**src/rtl/cmac_rx_gate_pkg.sv**
```systemverilog
// rtl/cmac_rx_gate_pkg.sv - shared types, terminator constants and counter helper for cmac_rx_gate
package cmac_rx_gate_pkg;

    typedef enum logic [1:0] {
        ST_CLOSED = 2'd0,
        ST_OPEN   = 2'd1,
        ST_TERM   = 2'd2
    } gate_state_t;

    // Injected terminator beat: one valid byte of zeros, flagged bad, closing the frame
    localparam int unsigned TERM_KEEP = 1;
    localparam logic        TERM_USER = 1'b1;
    localparam logic        TERM_LAST = 1'b1;

    localparam logic [31:0] CNT_MAX = 32'hFFFF_FFFF;

    // Saturating counter step; clear wins over increment
    function automatic logic [31:0] sat_next(input logic [31:0] q, input logic inc, input logic clr);
        logic [31:0] r;
        r = q;
        if (clr) begin
            r = '0;
        end else if (inc && (q != CNT_MAX)) begin
            r = q + 32'd1;
        end
        return r;
    endfunction

endpackage

```
**src/rtl/cmac_link_debounce.sv**
```systemverilog
// rtl/cmac_link_debounce.sv - debounces PCS alignment into link_up with a link_fall pulse
module cmac_link_debounce #(
    parameter int unsigned STABLE_CYCLES = 1024
) (
    input  logic rx_clk,
    input  logic rx_resetn,
    input  logic sync_rx_aligned,
    output logic link_up,
    output logic link_fall
);

    localparam logic [15:0] STABLE = 16'(STABLE_CYCLES);

    logic [15:0] stable_cnt;

    // Count consecutive aligned cycles; the count parks at STABLE so it never wraps
    always_ff @(posedge rx_clk or negedge rx_resetn) begin
        if (!rx_resetn) begin
            stable_cnt <= '0;
            link_up    <= 1'b0;
        end else if (!sync_rx_aligned) begin
            stable_cnt <= '0;
            link_up    <= 1'b0;
        end else begin
            if (stable_cnt != STABLE) begin
                stable_cnt <= stable_cnt + 16'd1;
            end
            if (stable_cnt >= (STABLE - 16'd1)) begin
                link_up <= 1'b1;
            end
        end
    end

    // High in the cycle whose clock edge takes link_up from 1 to 0
    always_comb begin
        link_fall = link_up & ~sync_rx_aligned;
    end

endmodule

```
**src/rtl/cmac_rx_gate.sv**
```systemverilog
// rtl/cmac_rx_gate.sv - forwards whole CMAC RX packets only while the link is stably aligned
module cmac_rx_gate
    import cmac_rx_gate_pkg::*;
#(
    parameter int unsigned STABLE_CYCLES = 1024,
    parameter int unsigned DATA_W        = 512,
    parameter int unsigned KEEP_W        = DATA_W / 8
) (
    input  logic              rx_clk,
    input  logic              rx_resetn,
    input  logic              sync_rx_aligned,
    input  logic [DATA_W-1:0] axis_in_tdata,
    input  logic [KEEP_W-1:0] axis_in_tkeep,
    input  logic              axis_in_tlast,
    input  logic              axis_in_tuser,
    input  logic              axis_in_tvalid,
    output logic [DATA_W-1:0] axis_out_tdata,
    output logic [KEEP_W-1:0] axis_out_tkeep,
    output logic              axis_out_tlast,
    output logic              axis_out_tuser,
    output logic              axis_out_tvalid,
    input  logic              clear_counts,
    output logic              link_up,
    output logic [31:0]       pkt_pass_count,
    output logic [31:0]       pkt_drop_count,
    output logic [31:0]       pkt_trunc_count,
    output logic [31:0]       link_down_count
);

    gate_state_t       state, state_nxt;
    logic              link_fall;
    logic              link_ok;
    logic              at_boundary;
    logic              in_pkt;
    logic              out_pkt;
    logic              fwd;
    logic              term;

    logic [DATA_W-1:0] tdata_nxt;
    logic [KEEP_W-1:0] tkeep_nxt;
    logic              tlast_nxt;
    logic              tuser_nxt;
    logic              tvalid_nxt;
    logic              pass_inc, drop_inc, trunc_inc, ld_inc;

    logic [31:0]       pass_cnt, drop_cnt, trunc_cnt, ld_cnt;

    cmac_link_debounce #(
        .STABLE_CYCLES(STABLE_CYCLES)
    ) u_debounce (
        .rx_clk         (rx_clk),
        .rx_resetn      (rx_resetn),
        .sync_rx_aligned(sync_rx_aligned),
        .link_up        (link_up),
        .link_fall      (link_fall)
    );

    // link_up is registered, so also require alignment now: a falling cycle is never "up"
    always_comb begin
        link_ok     = link_up & sync_rx_aligned;
        at_boundary = (~in_pkt & ~axis_in_tvalid) | (axis_in_tvalid & axis_in_tlast);
    end

    // FSM state register
    always_ff @(posedge rx_clk or negedge rx_resetn) begin
        if (!rx_resetn) begin
            state <= ST_CLOSED;
        end else begin
            state <= state_nxt;
        end
    end

    // FSM next state: open only on a boundary, close (terminating if mid-packet) when the link drops
    always_comb begin
        state_nxt = state;
        case (state)
            ST_CLOSED: if (link_ok && at_boundary) state_nxt = ST_OPEN;
            ST_OPEN:   if (!link_ok) state_nxt = out_pkt ? ST_TERM : ST_CLOSED;
            ST_TERM:   state_nxt = ST_CLOSED;
            default:   state_nxt = ST_CLOSED;
        endcase
    end

    // FSM outputs: next output beat and counter events
    always_comb begin
        fwd        = (state == ST_OPEN) & link_ok & axis_in_tvalid;
        term       = (state == ST_TERM);
        tdata_nxt  = '0;
        tkeep_nxt  = '0;
        tlast_nxt  = 1'b0;
        tuser_nxt  = 1'b0;
        tvalid_nxt = 1'b0;
        if (fwd) begin
            tdata_nxt  = axis_in_tdata;
            tkeep_nxt  = axis_in_tkeep;
            tlast_nxt  = axis_in_tlast;
            tuser_nxt  = axis_in_tuser;
            tvalid_nxt = 1'b1;
        end else if (term) begin
            tdata_nxt  = '0;
            tkeep_nxt  = KEEP_W'(TERM_KEEP);
            tlast_nxt  = TERM_LAST;
            tuser_nxt  = TERM_USER;
            tvalid_nxt = 1'b1;
        end
        pass_inc  = fwd & axis_in_tlast;
        drop_inc  = axis_in_tvalid & axis_in_tlast & (state != ST_OPEN);
        trunc_inc = term;
        ld_inc    = link_fall;
    end

    // Registered output beat plus input/output framing trackers
    always_ff @(posedge rx_clk or negedge rx_resetn) begin
        if (!rx_resetn) begin
            axis_out_tdata  <= '0;
            axis_out_tkeep  <= '0;
            axis_out_tlast  <= 1'b0;
            axis_out_tuser  <= 1'b0;
            axis_out_tvalid <= 1'b0;
            in_pkt          <= 1'b0;
            out_pkt         <= 1'b0;
        end else begin
            axis_out_tdata  <= tdata_nxt;
            axis_out_tkeep  <= tkeep_nxt;
            axis_out_tlast  <= tlast_nxt;
            axis_out_tuser  <= tuser_nxt;
            axis_out_tvalid <= tvalid_nxt;
            if (axis_in_tvalid) begin
                in_pkt <= ~axis_in_tlast;
            end
            if (term) begin
                out_pkt <= 1'b0;
            end else if (fwd) begin
                out_pkt <= ~axis_in_tlast;
            end
        end
    end

    // Saturating statistics counters, loaded every cycle from their next value
    always_ff @(posedge rx_clk or negedge rx_resetn) begin
        if (!rx_resetn) begin
            pass_cnt  <= '0;
            drop_cnt  <= '0;
            trunc_cnt <= '0;
            ld_cnt    <= '0;
        end else begin
            pass_cnt  <= sat_next(pass_cnt, pass_inc, clear_counts);
            drop_cnt  <= sat_next(drop_cnt, drop_inc, clear_counts);
            trunc_cnt <= sat_next(trunc_cnt, trunc_inc, clear_counts);
            ld_cnt    <= sat_next(ld_cnt, ld_inc, clear_counts);
        end
    end

    assign pkt_pass_count  = pass_cnt;
    assign pkt_drop_count  = drop_cnt;
    assign pkt_trunc_count = trunc_cnt;
    assign link_down_count = ld_cnt;

endmodule

```
**config.mk**
```make
export PLATFORM = sky130hd
export DESIGN_NAME = cmac_rx_gate
export DESIGN_NICKNAME = d
export VERILOG_FILES = /design/src/rtl/cmac_rx_gate_pkg.sv /design/src/rtl/cmac_link_debounce.sv /design/src/rtl/cmac_rx_gate.sv
export SDC_FILE = /design/constraint.sdc
export NUM_CORES = 1
export LEC_CHECK = 0
export BUFFER_PORTS_ARGS = -buffer_cell sky130_fd_sc_hd__clkbuf_2
export CORE_AREA = 10 10 491 493
export DETAILED_ROUTE_END_ITERATION = 10
export DIE_AREA = 0 0 501 503
export GPL_TIMING_DRIVEN = 0
export HOLD_SLACK_MARGIN = 0.05
export PLACE_DENSITY = 0.38
export SLEW_MARGIN = 20
export SYNTH_ARGS = -nofsm -noshare
export SYNTH_HDL_FRONTEND = slang
export SYNTH_SLANG_ARGS = --single-unit
```
**constraint.sdc**
```tcl
create_clock -name rx_clk -period 2.1 [get_ports rx_clk]
set_input_delay 0.525 -clock rx_clk [delete_from_list [all_inputs] [get_ports rx_clk]]
set_output_delay 0.525 -clock rx_clk [all_outputs]
set_load 0.1 [all_outputs]
```
# Yosys cells after proc, flatten, opt, wreduce, memory -nomap -nowiden
# Cells that the tools add are included.
[totals]
output_inout_bits = 708
reg_bits = 728
word_cells = 82
input_bits = 583
[op_classes]
addsub = 5
bitwise = 13
eq_ne = 12
muxes = 25
magnitude_cmp = 1
reduce_logical = 12
[ops]
columns = ["cell", "count"]
rows = [
  ["$mux W512", 1],
  ["$mux W32", 8],
  ["$add A32 B1 Y32 const B", 4],
  ["$ne A32 B32 Y1 const B", 4],
  ["$mux W64", 1],
  ["$mux W16", 2],
  ["$add A16 B1 Y16 const B", 1],
  ["$ge A16 B10 Y1 const B", 1],
  ["$ne A16 B11 Y1 const B", 1],
  ["$reduce_bool A2 Y1", 5],
  ["$mux W1", 9],
  ["$and A1 B1 Y1", 8],
  ["$mux W2", 3],
  ["$ne A2 B1 Y1 const B", 3],
  ["$logic_and A1 B1 Y1", 5],
  ["$ne A2 B2 Y1 const B", 2],
  ["$not A1 Y1", 4],
  ["$pmux W2 S2", 1],
  ["$eq A2 B1 Y1 const B", 1],
  ["$eq A2 B2 Y1 const B", 1],
  ["$logic_not A2 Y1", 1],
  ["$reduce_and A2 Y1", 1],
  ["$or A1 B1 Y1", 1],
]

# Longest topological paths before layout
[logic_depth]
ltp_word = 7
ltp_mapped = 9
depth_no_buf = 6

# Cells and area by module
# Synthesis repeated with hierarchy kept, for this count alone.
[unflattened]
cells_unflattened = 2217
area_unflattened_um2 = 27055.9
[modules_own_cells]
columns = ["module", "cells_each", "instances", "seq_area_each_um2", "area_each_um2"]
rows = [
  ["cmac_rx_gate", 2116, 1, 17792.1, 26061.2],
  ["cmac_link_debounce", 101, 1, 425.4, 994.7],
]

# Worst setup path after synthesis
# No wires, ideal clock.
[synth_path]
path_type = "register to register"
from = "register trunc_cnt[0] (netlist: pkt_trunc_count[0])"
to = "register trunc_cnt[12] (netlist: pkt_trunc_count[12])"
stages_incl_launch_ff = 8
arrival_ps = 2810
period_less_slack_ps = 2935
setup_time_ps = 125
n_path_buf = 1
setup_slack_ps = -835
required_ps = 1975
cell_sequence = "dfrtp_1 > ha_1 > nand3_1 > or3_1 > buf_2 > o31a_1 > nand3_1 > mux2_2"
[synth_via]
elab_chain_cells = 3
elab_cells_between_ends = 6
classes_between = "add/sub (1); eq/ne (1); mux (2); reduce/logical (2)"
[synth_lines]
columns = ["item", "line_no", "source"]
rows = [
  ["start, declared", "cmac_rx_gate.sv:46", "logic [31:0] pass_cnt, drop_cnt, trunc_cnt, ld_cnt;"],
  ["start signal, assigned", "cmac_rx_gate.sv:149", "trunc_cnt <= sat_next(trunc_cnt, trunc_inc, clear_counts);"],
  ["$add A32 B1 Y32 or $ne A32 B32 Y1 (tied branches)", "cmac_rx_gate_pkg.sv:24, cmac_rx_gate_pkg.sv:23", ""],
  ["$mux W32 or $logic_and A1 B1 Y1 (tied branches)", "cmac_rx_gate_pkg.sv:23", "end else if (inc && (q != CNT_MAX)) begin"],
  ["$mux W32 or $reduce_bool A2 Y1 (tied branches)", "n/a", ""],
]
# Several ways; a longest one is shown, not always the timed one. The select of a mux whose other input is x is not followed.
# A chain may end at the register's enable or synchronous reset.

# Worst setup path after layout
[layout_path]
from = "register trunc_cnt[0] (netlist: pkt_trunc_count[0])"
to = "register trunc_cnt[10] (netlist: pkt_trunc_count[10])"
# Same word-level chain as after synthesis.

==> summary.md <==
| Metric | Value |
|---|---|
| Vias | 25500 |
| CP cell instances | buf_12, ha_4, nand3_4, or3_4, buf_6, o31ai_4, buf_6, nor3_4, mux2_4 |
| Gr usage total | 0.147 |
| Min setup slack post-route | -0.0959 ns |
| Worst Path Required | 2.71 ns |
| Max Cap Violations | 0 |
| Comb power frac | 0.065 |
| Worst Path Max Fanout | 5 |
| Depth of the CTS H-tree | 3 |
| Internal | 25500 uW |
| Antenna violations before repair | 71 |
| Post-DP HPWL | 164000 um |
| Clk buf depth | 3 |
| Final setup vio count | 23 |
| Largest delay contributor family on the critical path | simple AND/OR/NAND/NOR gates |
| Design Area, Final | 0.0531 mm2 |
| Min-delay worst type | in -> reg |
| Worst hold path depth | 2 |
| Top FF cell, synth | dfrtp_1 |
| Share of cells above drive strength 1 | 0.480 |
| Area delta synth->final | 98.5% |
| Sw Share | 0.245 |
| CP Capture Type | flop |
| Worst path depth | 9 |
| R2R setup slack | -0.1 ns |
| CTS Root Cell | clkbuf_16 |
| Status | complete, but fails checks |
| Clock Latency Late Sink | 0.72 ns |
| Worst setup SP type | flop |
| Drt pass-1 iters | 5 |
| Placed cell area | 0.0380 mm2 |
| Sequential area share after synthesis | 0.681 |
| Die area | 0.252 mm2 |
| Starting Density | 0.116 |
| FF+latch count, synth | 728 |
| Slowest-stage cell, CP | dfrtp_4 |
| Vias in the first global route | 27600 |
| EDFF count, synth | 0 |
| Clock sink count | 728 |
| Final WL | 194000 um |
| Global-route wire length before repair | 256000 um |
| Iter 0 DRT Violations | 1326 |
| RSZ-0062 raised after global routing | yes |
| Cell taking the most area after synthesis | dfrtp_1 |
| Clock network power share | 0.519 |
| # IOs | 1291 |
| Slew Limit Fails | 0 |
| CTS Buf Count | 95 |
| Final hold violation count | 0 |
| Worst reg2reg path startpoint | pkt_trunc_count[0]$_DFFE_PN0P_ |
| Grt ovf | 0 |
| Die X | 501 um |
| Hold endpoint | axis_out_tkeep[15]$_DFF_PN0_ |
| Power Density | 635 mW/mm2 |
| Worst path bufs/invs | 3 |
| Slew HR | 0.423 |
| Switching power | 8270 uW |
| Port Buf Inserts | 1290 |
| Clock slew seen by the registers of the worst setup and hold paths | 0.06 ns |
| Vias per cell | 3.48 |
| Syn nets | 2725 |
| Clock skew | 0.0378 ns |
| ANT nets after route | 0 |
| Largest net degree at the start of global routing | 88 |
| Worst stage delay on the critical path | 0.42 ns |
| Mapped Cells | 2136 |
| Worst reg2reg path depth | 9 |
| Worst Path Arrival | 2.81 ns |
| Mapped Area | 0.0268 mm2 |
| WL/cell | 26.4 um |
| Most Frequent Cell on Critical Path | buf_6 |
| Worst-Margin Slew | 0.865 ns |
| Part of the power in registers | 0.416 |
| Worst setup path class | reg -> reg |
| CTS tree | done |
| Leak Pwr | 0.0248 uW |
| FMAX | 455 MHz |
| Synthesis warning total | 0 |
| Final Cycle Share | 1.05 |
| Area fraction of the dominant cell type after synthesis | 0.681 |
| Die Span Y | 503 um |
| Final routed DRC violation total | 0 |
| Failing checks | negative setup slack |
| Asr flop ratio synth | 1.00 |
| Synth Area per Inst | 12.5 um2 |
| Dpl ws | -1.99 ns |
| Core box area | 0.231 mm2 |
| # rows | 177 |
| Post-layout minimum cycle time | 2.20 ns |
| Placer congestion estimate | 0.928 |
| Reg-to-reg endpoint | pkt_trunc_count[10]$_DFFE_PN0P_ |
| Start point of the worst hold path | axis_in_tkeep[15] |
| Nets | 4773 |
| Largest cells by area after synthesis | dfrtp_1, and2_1, a21oi_1 |
| Yosys cell types | 55 |
| Peak supply drop | 0.928 mV |
[cell families (layout without fill, tap and decap cells)]
logic type / after synthesis / count (layout) / synth area share
buffers and inverters: 121 / 2244 / 0.0184
flip-flops: 728 / 728 / 0.681
multiplexers: 20 / 20 / 0.00841
AND/OR/NAND/NOR: 1028 / 1028 / 0.233
adder cells (fa/ha/maj): 6 / 6 / 0.00280
XOR/XNOR: 29 / 29 / 0.00949
other: 0 / 34 / 0
AO/OA/AOI/OAI: 204 / 204 / 0.0472
[power by group through the flow]
| stage | Combinational [uW] | Clock [uW] | Sequential (uW) |
|---|---|---|---|
| 3_5_place_dp | 1290 | 0 | 14300 |
| 3_3_place_gp | 1220 | 0 | 14300 |
| 6_report | 2210 | 17500 | 14000 |
| 4_1_cts | 2230 | 18200 | 14000 |
| 5_1_grt | 2390 | 18700 | 14000 |
| 2_1_floorplan | 88.8 | 0 | 14300 |
[cell usage after synthesis, types with 24 or more instances]
cell / number
nor2_1: 56
o31ai_1: 46
or4_1: 53
and4_1: 24
and2_1: 597
nand3_1: 48
nand2_1: 74
clkbuf_1: 92
o21ai_0: 36
a21oi_1: 89
or3_1: 39
dfrtp_1: 728
nand4_1: 36
[cell type report]
| type | count | area [um2] |
|---|---|---|
| Sequential cell | 728 | 18600 |
| Multi-Input combinational cell | 1287 | 9120 |
| Tap cell | 3043 | 3810 |
| Antenna cell | 34 | 85.1 |
| Clock buffer | 126 | 2640 |
| Buffer | 99 | 776 |
| Timing Repair Buffer | 1960 | 17300 |
| Fill cell | 24800 | 178000 |
| Inverter | 13 | 48.8 |
| Clock inverter | 46 | 688 |
[state kept, by name, indices dropped and copies added, names as in the netlist]
register and flops:
axis_out_tdata 512, axis_out_tkeep 64, link_down_count 32, pkt_drop_count 32
pkt_pass_count 32, pkt_trunc_count 32, u_debounce.stable_cnt 16, state 2
axis_out_tlast 1, axis_out_tuser 1, axis_out_tvalid 1, in_pkt 1
out_pkt 1, u_debounce.link_up 1
[worst max path at each step]
stage	end	from	slack, ns
final	pkt_trunc_count[10]$_DFFE_PN0P_	pkt_trunc_count[0]$_DFFE_PN0P_	-0.1
after global routing	pkt_trunc_count[10]$_DFFE_PN0P_	pkt_trunc_count[0]$_DFFE_PN0P_	-0.14
after CTS	pkt_trunc_count[14]$_DFFE_PN0P_	pkt_trunc_count[0]$_DFFE_PN0P_	-0.12
after detailed placement	axis_out_tdata[139]$_DFF_PN0_	sync_rx_aligned	-1.99
after global placement	u_debounce.link_up$_DFFE_PN0P_	rx_resetn	-22.05
after floorplan	pkt_trunc_count[12]$_DFFE_PN0P_	pkt_trunc_count[27]$_DFFE_PN0P_	-0.24
[per-stage QoR]
| step | TNS [ns] | std cells | utilization | hold WS (ns) | total power, uW |
|---|---|---|---|---|---|
| final | -0.811 | 7336 | 0.230 | 0.127 | 33800 |
| after detailed placement | -864.67 | 6480 | 0.164 | 0.495 | 15600 |
| after CTS | -1.55 | 7261 | 0.225 | 0.0520 | 34400 |
| after global placement | - | 6469 | 0.163 | 0.490 | 15500 |
| after global routing | -3.69 | 7316 | 0.229 | 0.0573 | 35100 |
| after floorplan | -6.12 | 2136 | - | 0.229 | 14400 |
[layer usage]
| layer | wire length (um) | vias up | track usage |
|---|---|---|---|
| li1 | - | 11300 | - |
| met2 | 94100 | 1097 | 0.250 |
| met1 | 78700 | 12900 | 0.178 |
| met4 | 5690 | 26 | 0.0421 |
| met5 | 150 | - | 0 |
| met3 | 15300 | 197 | 0.0465 |
[repair_timing]
action                     in CTS  in global routing
hold endpoints to repair      565                  2
pin swaps                      33                 72
setup endpoints to repair    1376                507
hold buffers                  529                  2
gates cloned                    4                  5
buffers inserted               80                 43
gates resized for setup      1218                219
[cells in the final DEF (no fill, tap or decap), drive strengths merged, types with 24 or more instances in the layout]
cell / instances
and2: 597
dlygate4sd3: 529
or3: 40
clkbuf: 1487
nand2: 74
o21ai: 39
o31ai: 47
dfrtp: 728
and4: 24
nor2: 56
nand3: 49
a21oi: 89
diode: 34
buf: 168
or4: 53
nand4: 39
Note: power is estimated with default switching activity, not from simulation.
